$ cat src/rtl/obstacle_pkg.sv
// Shared definitions for the obstacle scheduler.
//   - FSM state encoding (2 bit): IDLE, GAP, LAUNCH, RUN
//   - COORD_W:    width of one obstacle coordinate
//   - N_OBST_DEF: default number of obstacle modules
//   - onehot8/wrap_inc: grant-vector and round-robin index helpers
//     (sized for up to 8 obstacles; callers truncate to N_OBST)
package obstacle_pkg;

  localparam int COORD_W    = 12;
  localparam int N_OBST_DEF = 4;

  localparam logic [1:0] ST_IDLE   = 2'd0;
  localparam logic [1:0] ST_GAP    = 2'd1;
  localparam logic [1:0] ST_LAUNCH = 2'd2;
  localparam logic [1:0] ST_RUN    = 2'd3;

  function automatic logic [7:0] onehot8(input logic [2:0] idx);
    return 8'd1 << idx;
  endfunction

  // (idx + 1) mod n, for n in 2..8
  function automatic logic [2:0] wrap_inc(input logic [2:0] idx, input int n);
    if (int'(idx) >= n - 1) return 3'd0;
    return idx + 3'd1;
  endfunction

endpackage

$ cat src/rtl/obstacle_lfsr.sv
// 8-bit Fibonacci LFSR, polynomial x^8+x^6+x^5+x^4+1 (maximal length).
// Used by obstacle_scheduler for random launch order.
// Ports:
//   clk   in  1  clock
//   rst_n in  1  asynchronous active-low reset (loads SEED)
//   en    in  1  advance one step
//   value out 8  current register contents
module obstacle_lfsr #(
  parameter logic [7:0] SEED = 8'hA5
) (
  input  logic       clk,
  input  logic       rst_n,
  input  logic       en,
  output logic [7:0] value
);

  logic [7:0] lfsr_q, lfsr_d;

  always_comb begin
    lfsr_d = lfsr_q;
    if (en) lfsr_d = {lfsr_q[6:0], lfsr_q[7] ^ lfsr_q[5] ^ lfsr_q[4] ^ lfsr_q[3]};
  end

  always_ff @(posedge clk or negedge rst_n) begin
    if (!rst_n) lfsr_q <= SEED;
    else        lfsr_q <= lfsr_d;
  end

  assign value = lfsr_q;

endmodule

$ cat src/rtl/obstacle_scheduler.sv
// Obstacle scheduler: waits a gap, launches one obstacle (done_control strobe
// plus one-hot selected), then waits for that obstacle's done pulse or a
// watchdog timeout. Muxes the active obstacle's coordinates to the collision
// checker. Any of menu_on / !play_selected / !game_on aborts to IDLE.
// Optional feature macro: OBSTACLE_SCHED_RANDOM_ORDER_EN
//   defined   - launch order from an 8-bit LFSR, never the same index twice in a row
//   undefined - round-robin launch order
// Ports:
//   pclk, rst_n        clock, asynchronous active-low reset
//   game_on, menu_on, play_selected   game-state qualifiers
//   obst_done[N]       per-obstacle 1-cycle done pulse
//   obst_working[N]    per-obstacle busy flag (holds the gap counter)
//   obst_x_bus/y_bus   packed 12-bit coordinates, obstacle i at [12i+:12]
//   selected[N]        one-hot grant during LAUNCH and RUN
//   done_control       1-cycle launch strobe
//   obstacle_x/y       registered coordinates of granted obstacle, 0 outside RUN
//   active             high in RUN
//   obstacles_cleared  saturating completion count for this round
//   timeout_err        1-cycle pulse after a watchdog expiry
module obstacle_scheduler
  import obstacle_pkg::*;
#(
  parameter int          N_OBST         = N_OBST_DEF,
  parameter int unsigned GAP_CYCLES     = 32000000,
  parameter int unsigned TIMEOUT_CYCLES = 640000000,
  parameter logic [7:0]  LFSR_SEED      = 8'hA5
) (
  input  logic                      pclk,
  input  logic                      rst_n,
  input  logic                      game_on,
  input  logic                      menu_on,
  input  logic                      play_selected,
  input  logic [N_OBST-1:0]         obst_done,
  input  logic [N_OBST-1:0]         obst_working,
  input  logic [COORD_W*N_OBST-1:0] obst_x_bus,
  input  logic [COORD_W*N_OBST-1:0] obst_y_bus,
  output logic [N_OBST-1:0]         selected,
  output logic                      done_control,
  output logic [COORD_W-1:0]        obstacle_x,
  output logic [COORD_W-1:0]        obstacle_y,
  output logic                      active,
  output logic [15:0]               obstacles_cleared,
  output logic                      timeout_err
);

  localparam int IDX_W = (N_OBST > 1) ? $clog2(N_OBST) : 1;

  logic [1:0]         state_q, state_d;
  logic [31:0]        cnt_q, cnt_d;
  logic [IDX_W-1:0]   idx_q, idx_d, idx_next;
  logic [15:0]        clr_q, clr_d;
  logic               to_q, to_d;
  logic [COORD_W-1:0] x_q, x_d, y_q, y_d;
  logic [2:0]         idx3;
  logic               abort;

  assign abort = menu_on | ~play_selected | ~game_on;
  assign idx3  = 3'(idx_q);

`ifdef OBSTACLE_SCHED_RANDOM_ORDER_EN
  logic [7:0]       lfsr_val;
  logic [IDX_W-1:0] cand;
  logic             unused_lfsr;

  obstacle_lfsr #(.SEED(LFSR_SEED)) u_lfsr (
    .clk   (pclk),
    .rst_n (rst_n),
    .en    (1'b1),
    .value (lfsr_val)
  );

  assign cand        = lfsr_val[IDX_W-1:0];
  assign unused_lfsr = ^lfsr_val;
  // Bump a repeated pick to the neighbour so the same obstacle never runs twice in a row.
  assign idx_next    = (cand == idx_q) ? IDX_W'(wrap_inc(3'(cand), N_OBST)) : cand;
`else
  logic unused_seed;
  assign unused_seed = ^LFSR_SEED;
  assign idx_next    = IDX_W'(wrap_inc(idx3, N_OBST));
`endif

  always_comb begin
    state_d = state_q;
    cnt_d   = cnt_q;
    idx_d   = idx_q;
    clr_d   = clr_q;
    to_d    = 1'b0;
    if (abort) begin
      state_d = ST_IDLE;
      cnt_d   = '0;
    end else begin
      case (state_q)
        ST_IDLE: begin
          state_d = ST_GAP;
          cnt_d   = '0;
          clr_d   = '0;
        end
        ST_GAP: begin
          // A still-drawing obstacle freezes the gap so nothing launches over it.
          if (~|obst_working) begin
            if (cnt_q == 32'(GAP_CYCLES - 1)) begin
              state_d = ST_LAUNCH;
              cnt_d   = '0;
              idx_d   = idx_next;
            end else begin
              cnt_d = cnt_q + 32'd1;
            end
          end
        end
        ST_LAUNCH: begin
          state_d = ST_RUN;
          cnt_d   = '0;
        end
        ST_RUN: begin
          if (obst_done[idx_q]) begin
            clr_d   = (clr_q == 16'hFFFF) ? clr_q : clr_q + 16'd1;
            state_d = ST_GAP;
            cnt_d   = '0;
          end else if (cnt_q == 32'(TIMEOUT_CYCLES - 1)) begin
            to_d    = 1'b1;
            state_d = ST_GAP;
            cnt_d   = '0;
          end else begin
            cnt_d = cnt_q + 32'd1;
          end
        end
        default: state_d = ST_IDLE;
      endcase
    end
  end

  // Load the coordinate register from the next state so obstacle_x/y is
  // non-zero exactly while the FSM sits in RUN.
  always_comb begin
    x_d = '0;
    y_d = '0;
    if (state_d == ST_RUN) begin
      for (int i = 0; i < N_OBST; i++) begin
        if (idx_d == IDX_W'(i)) begin
          x_d = obst_x_bus[i*COORD_W +: COORD_W];
          y_d = obst_y_bus[i*COORD_W +: COORD_W];
        end
      end
    end
  end

  always_ff @(posedge pclk or negedge rst_n) begin
    if (!rst_n) begin
      state_q <= ST_IDLE;
      cnt_q   <= '0;
      idx_q   <= IDX_W'(N_OBST - 1);
      clr_q   <= '0;
      to_q    <= 1'b0;
      x_q     <= '0;
      y_q     <= '0;
    end else begin
      state_q <= state_d;
      cnt_q   <= cnt_d;
      idx_q   <= idx_d;
      clr_q   <= clr_d;
      to_q    <= to_d;
      x_q     <= x_d;
      y_q     <= y_d;
    end
  end

  assign selected          = (state_q == ST_LAUNCH || state_q == ST_RUN) ?
                             N_OBST'(onehot8(idx3)) : '0;
  assign done_control      = (state_q == ST_LAUNCH);
  assign active            = (state_q == ST_RUN);
  assign obstacle_x        = x_q;
  assign obstacle_y        = y_q;
  assign obstacles_cleared = clr_q;
  assign timeout_err       = to_q;

endmodule
$ cat config.mk
export PLATFORM = sky130hd
export DESIGN_NAME = obstacle_scheduler
export DESIGN_NICKNAME = d
export VERILOG_FILES = /design/src/rtl/obstacle_pkg.sv /design/src/rtl/obstacle_lfsr.sv /design/src/rtl/obstacle_scheduler.sv
export SDC_FILE = /design/constraint.sdc
export NUM_CORES = 1
export LEC_CHECK = 0
export CORE_MARGIN = 10
export CORE_UTILIZATION = 35
export DETAILED_ROUTE_END_ITERATION = 10
export GPL_ROUTABILITY_DRIVEN = 1
export PLACE_DENSITY = 0.77
export SYNTH_ARGS = -nofsm -noshare
export SYNTH_HDL_FRONTEND = slang
export SYNTH_SLANG_ARGS = --single-unit
$ cat constraint.sdc
create_clock -name pclk -period 3.1 [get_ports pclk]
set_input_delay 0.31 -clock pclk [delete_from_list [all_inputs] [get_ports pclk]]
set_output_delay 0.31 -clock pclk [all_outputs]
set_load 0.01 [all_outputs]
== Yosys cells after proc, flatten, opt, wreduce, memory -nomap -nowiden ==
Cells that the tools add are included.

* Output and inout bits: 47
* Word-level logic and storage cells: 77
* Input port bits: 109
* Register bits after elaboration: 77

* Muxes and demuxes: 39
* Shift-type cells: 1
* Magnitude comparators: 2
* Reductions and logical operators: 7
* Add/sub/neg operators: 3
* Bitwise logic cells: 5
* Equal/unequal tests: 13

{| class="wikitable"
|+ Operator list
! operator !! number
|-
| 2-to-1 mux 32 bit || 5
|-
| 2-to-1 mux 12 bit || 10
|-
| case mux 32 bit (3 select lines) || 1
|-
| adder 32 x 1 -> 32 bit, second input constant || 1
|-
| equality test 32 x 25 -> 1 bit, second input constant || 1
|-
| equality test 32 x 30 -> 1 bit, second input constant || 1
|-
| 2-to-1 mux 16 bit || 2
|-
| case mux 16 bit (2 select lines) || 1
|-
| 2-to-1 mux 2 bit || 11
|-
| adder 16 x 1 -> 16 bit, second input constant || 1
|-
| equality test 16 bit, second input constant || 1
|-
| equality test 2 bit, second input constant || 5
|-
| case mux 2 bit (4 select lines) || 1
|-
| 2-to-1 mux 1 bit || 6
|-
| equality test 2 x 1 -> 1 bit, second input constant || 2
|-
| zero test 2 bit || 2
|-
| 2-to-1 mux 4 bit || 1
|-
| AND reduction 4 bit || 1
|-
| OR reduction 4 bit || 1
|-
| left shift 1 x 2 -> 4 bit, first input constant || 1
|-
| less-than comparator 2 x 3 -> 1 bit, second input constant || 1
|-
| != test 3 bit, second input constant || 1
|-
| NOT 1 bit || 3
|-
| adder 2 x 1 -> 2 bit, second input constant || 1
|-
| other kinds (8) || 9
|}

== Longest topological paths before layout ==
* Depth in word-level cells: 13
* Mapped depth: 10
* Depth with buffers taken out: 7

== Worst setup path after synthesis ==
OpenSTA, ideal clock, no wires.

* Path type: register to register
* Start: reg idx_q[1]
* End: reg x_q[0], in the netlist obstacle_x[0]
* Cell stages (with the launch flop): 11
* Setup slack: 0.130 ns
* Arrival time: 2.849 ns
* Library setup time: 0.121 ns
* Period minus slack after synthesis: 2.970 ns
* Path buffers: 4
* Required time: 2.979 ns
* Path through: dfstp_2 -> buf_6 -> buf_1 -> inv_1 -> ha_1 -> clkbuf_1 -> clkbuf_1 -> mux2i_1 -> mux2i_1 -> o22ai_1 -> nor2_1

* Longest elaborated chain between the ends: 13
* Elaborated cells on any way between the ends: 23
* Classes of those cells: add/sub: 1; order compare: 1; eq/ne: 4; mux: 16; reduce/logical: 1

{| class="wikitable"
|+ Ends and longest elaborated chain
! item !! RTL line !! text
|-
| start: declaration || obstacle_scheduler.sv:50 || <nowiki>logic [IDX_W-1:0] idx_q, idx_d, idx_next;</nowiki>
|-
| start signal: assignment || obstacle_scheduler.sv:151 || <nowiki>idx_q <= IDX_W'(N_OBST - 1);</nowiki>
|-
| start signal: assignment || obstacle_scheduler.sv:159 || <nowiki>idx_q <= idx_d;</nowiki>
|-
| >= comparator 2 bit || obstacle_pkg.sv:23 || <nowiki>if (int'(idx) >= n - 1) return 3'd0;</nowiki>
|-
| 2-to-1 mux 1 bit || obstacle_pkg.sv:23 ||
|-
| 2-to-1 mux 2 bit || obstacle_pkg.sv:24 || <nowiki>return idx + 3'd1;</nowiki>
|-
| 2-to-1 mux 2 bit || obstacle_scheduler.sv:101 || <nowiki>if (cnt_q == 32'(GAP_CYCLES - 1)) begin</nowiki>
|-
| 2-to-1 mux 2 bit || obstacle_scheduler.sv:100 || <nowiki>if (~|obst_working) begin</nowiki>
|-
| 2-to-1 mux 2 bit || obstacle_scheduler.sv:92 || <nowiki>case (state_q)</nowiki>
|-
| 2-to-1 mux 2 bit || obstacle_scheduler.sv:88 || <nowiki>if (abort) begin</nowiki>
|-
| zero test 2 bit || obstacle_scheduler.sv:139 || <nowiki>if (idx_d == IDX_W'(i)) begin</nowiki>
|-
| 2-to-1 mux 12 bit (4 in a row) || obstacle_scheduler.sv:139 ||
|-
| 2-to-1 mux 12 bit * || obstacle_scheduler.sv:137 || <nowiki>if (state_d == ST_RUN) begin</nowiki>
|-
| via x_d[0] || obstacle_scheduler.sv:53 || <nowiki>logic [COORD_W-1:0] x_q, x_d, y_q, y_d;</nowiki>
|-
| end signal: assignment || obstacle_scheduler.sv:154 || <nowiki>x_q <= '0;</nowiki>
|-
| end signal: assignment || obstacle_scheduler.sv:162 || <nowiki>x_q <= x_d;</nowiki>
|-
| end: declaration || obstacle_scheduler.sv:53 ||
|}

The timed path passes the listed nets; every way through them passes the cells marked *. The select of a mux whose other input is x is not followed.
A chain may end at the register's enable or synchronous reset.

== Worst setup path after layout ==
* Start: reg cnt_q[13]
* End: reg y_q[2], in the netlist obstacle_y[2]

* Longest elaborated chain between the ends: 11
* Elaborated cells on any way between the ends: 22
* Classes of those cells: eq/ne: 6; mux: 15; reduce/logical: 1

{| class="wikitable"
|+ Ends and longest elaborated chain
! item !! RTL line !! text
|-
| start: declaration || obstacle_scheduler.sv:49 || <nowiki>logic [31:0] cnt_q, cnt_d;</nowiki>
|-
| start signal: assignment || obstacle_scheduler.sv:158 || <nowiki>cnt_q <= cnt_d;</nowiki>
|-
| equality test 32 x 25 -> 1 bit || obstacle_scheduler.sv:101 ||
|-
| 2-to-1 mux 2 bit || obstacle_scheduler.sv:101 ||
|-
| 2-to-1 mux 2 bit || obstacle_scheduler.sv:100 ||
|-
| 2-to-1 mux 2 bit || obstacle_scheduler.sv:92 ||
|-
| 2-to-1 mux 2 bit || obstacle_scheduler.sv:88 ||
|-
| zero test 2 bit || obstacle_scheduler.sv:139 ||
|-
| 2-to-1 mux 12 bit (4 in a row) || obstacle_scheduler.sv:139 ||
|-
| 2-to-1 mux 12 bit * || obstacle_scheduler.sv:137 ||
|-
| via y_d[2] || obstacle_scheduler.sv:53 ||
|-
| end signal: assignment || obstacle_scheduler.sv:163 || <nowiki>y_q <= y_d;</nowiki>
|-
| end: declaration || obstacle_scheduler.sv:53 ||
|}

The timed path passes the listed nets; every way through them passes the cells marked *.

==> metrics.txt <==
clock group share of total power=a little over two fifths; initial antenna violation count=0; final count of hold timing violations=0; FP Rows=43; most common cell after layout, fill and taps aside=clkdlybuf4s50_1; initial detailed-routing violation count=around 300; Post-CTS Setup Repair Bufs=0; mapped cell area=between 4000 and 5000 sq um; Tmin final=2840 ps; post-synthesis register bit count=slightly below 80; residual DRC count=0; fin. max-slew vios=0; Via Count=roughly 4.8k; Combinational Power Share=11.8%; Core Region=about 14000 sq um; vias in the first global route=just under 5k; CP Launch Type=flip-flop; Setup TNS=0 ps; cells after synthesis=roughly 550; fillcell total=roughly 1.3k; Skew-Pair Late Insertion Delay=330 ps; Flop pwr share=a little under half; Post-synth EDFFs=0; pwr dens=roughly 320 nW/um^2; Reg area=roughly 1900 sq um; Psw=0.506 mW; switch share=approximately 23%; CTS clk-pin slew, worst paths=approximately 60 ps; FFs w/ async S/R, synth=between 90% and 100%; pin count of the biggest net entering global routing=78; cts hold-fix bufs=0; synth warn=0; Placement Setup Slack=slightly below 200 ps; RSZ-0062 raised after global routing=false; most frequent cells in the layout=clkdlybuf4s50_1, mux2i_1, dfrtp_1, nor2_1, nand2_1; multi-input logic area=about 2900 sq um; maxcap violations=0; NumNets Final=roughly 800; Antenna diodes=0; Final Wtd Congestion=0.894; final worst setup slack=~260 ps; Worst-Margin Slew=987 ps; clk sink count=77; Int Pwr=1.73 mW; I/O pin total=156; Antenna Nets Post-Route=0; crit path capture type=flip-flop; critical path type=flip-flop to flip-flop; final setup vio count=0; DR WL/cell=17.4 um; R2R depth=8; VDD IR max=0.000244 V; Synth Area per Inst=a little over 9 sq um; DR pass1 iterations=5; Detailed Route WL=around 15000 um; Slew Limit Headroom=34.2%; layout cell share with drive strength beyond 1=roughly 6.9%; Peak Freq=0.352 GHz; Avg Vias per Cell=about 5.4; PortBufs=~160; final period utilization=between 90% and 100%; worst-path fanout max=24; total gr overflow=0; Seq/Total Area, Yosys=between 30% and 40%; Fin Clk Skew=around 5.7 ps; Yosys cell types=59; H-tree depth=3; cts bufs inserted=9; Mapped Nets=662; CTS Root Buffer Type=clkbuf_16; die height=139 um; dpl hpwl=between 10000 and 15000 um; CTS tree=built; status=finished, final reports clean; crit path DAT=between 3000 and 4000 ps; Pleak=around 3 nW; post-route cell area=around 7000 sq um; die width=roughly 140 um; first-pass GRT wire length=around 25000 um; Hold WC Path Type=input pin to asynchronous set/reset pin; placed cell area=6760 sq um; Worst Path Required=between 3000 and 4000 ps; Initial Utilization=35.7%; post-cts repair resize count=0; Top FF cell, synth=dfrtp_1; GRT Resource Usage Total=approximately 16%; CTS Buffer Depth=2; area grow syn2layout=41.6%; Die ar.=roughly 19000 sq um
-- final cells by class --
| class | count | share of cell area [%] |
|---|---|---|
| Multi-Input combinational cell | 433 | 40.8 |
| Sequential cell | 77 | 27.5 |
| Timing Repair Buffer | 174 | 24.3 |
| Clock buffer | 10 | 3.40 |
| Tap cell | 180 | 3.21 |
| Inverter | 8 | 0.428 |
| Clock inverter | 5 | 0.392 |
-- worst max-delay path, cell delays in order (launching register included) --
cell and delay, ps:
dfrtp_1 450, nor4_1 460, nand4_2 280, nor4_2 550, buf_12 240, mux2i_2 220, buf_4 310, o22ai_1 120
nor2_1 130
-- path summary, 6_finish.rpt --
check | to | startpoint | slack [ps]
max reg2reg | obstacle_y[2]$_DFF_PN0_ | cnt_q[13]$_DFFE_PN0P_ | 260
max in group asynchronous | cnt_q[19]$_DFFE_PN0P_ | rst_n | 2320
max | obstacle_y[2]$_DFF_PN0_ | cnt_q[13]$_DFFE_PN0P_ | 260
min | obstacles_cleared[9]$_DFFE_PN0P_ | rst_n | 140
min in group pclk | obstacles_cleared[0]$_DFFE_PN0P_ | obstacles_cleared[0]$_DFFE_PN0P_ | 540
min reg2reg | obstacles_cleared[0]$_DFFE_PN0P_ | obstacles_cleared[0]$_DFFE_PN0P_ | 540
-- cells by family after synthesis --
family | count (synthesis) | synth area share (%)
multiplexers | 79 | 16.1
adder cells (fa/ha/maj) | 6 | 1.51
XOR/XNOR | 27 | 4.77
AND/OR/NAND/NOR | 221 | 22.4
buffers and inverters | 37 | 3.48
flip-flops | 77 | 38.9
AO/OA/AOI/OAI | 100 | 12.9
-- power by group through the flow --
| stage | Sequential (mW) | Clock (mW) | Combinational, mW |
|---|---|---|---|
| 3_3_place_gp | 1.03 | 0 | 0.261 |
| 3_5_place_dp | 1.03 | 0 | 0.264 |
| 4_1_cts | 1.01 | 0.981 | 0.265 |
| 2_1_floorplan | 1.03 | 0 | 0.0698 |
| 5_1_grt | 1.01 | 1.02 | 0.285 |
| 6_report | 1.01 | 0.957 | 0.263 |
-- metrics by stage --
step                cells  utilization [%]  hold slack (ps)  total power [mW]
floorplan             547                -             14.4              1.10
global placement      872             48.7              516              1.29
detailed placement    872             48.7              532              1.30
CTS                   887             50.6              183              2.26
global route          887             50.6              220              2.32
finish                887             50.6              141              2.23
-- cell usage after synthesis, drive strengths merged, types with 6 or more instances --
cell type | number | area share [%]
nor4 | 12 | 1.8
xnor2 | 11 | 1.9
mux2i | 76 | 15
xor2 | 16 | 2.8
dfrtp | 75 | 38
nor2 | 68 | 5.3
buf | 13 | 1.7
o211ai | 8 | 1.2
a21oi | 9 | 0.91
inv | 8 | 0.61
nand2 | 45 | 3.4
o22ai | 26 | 3.3
ha | 6 | 1.5
clkbuf | 16 | 1.2
nand3 | 32 | 3.2
o21ai | 41 | 4.1
nand4 | 6 | 0.88
and3 | 6 | 0.76
and2 | 8 | 1.0
nor3 | 14 | 1.4
-- metal layers --
metal / global-route usage (%) / part of all wire (%) / up-vias
li1: - / - / 2302
met4: 5.38 / 1.9 / 0
met1: 18.3 / 42 / 2258
met2: 24.1 / 45 / 208
met3: 7.43 / 12 / 16
met5: 0 / 0 / -
-- sequential cells by signal, indices dropped and copies added (netlist names) --
signal / flops
cnt_q: 32
idx_q: 2
obstacle_x: 12
obstacle_y: 12
obstacles_cleared: 16
state_q: 2
timeout_err: 1
Note: power is estimated with default switching activity, not from simulation.
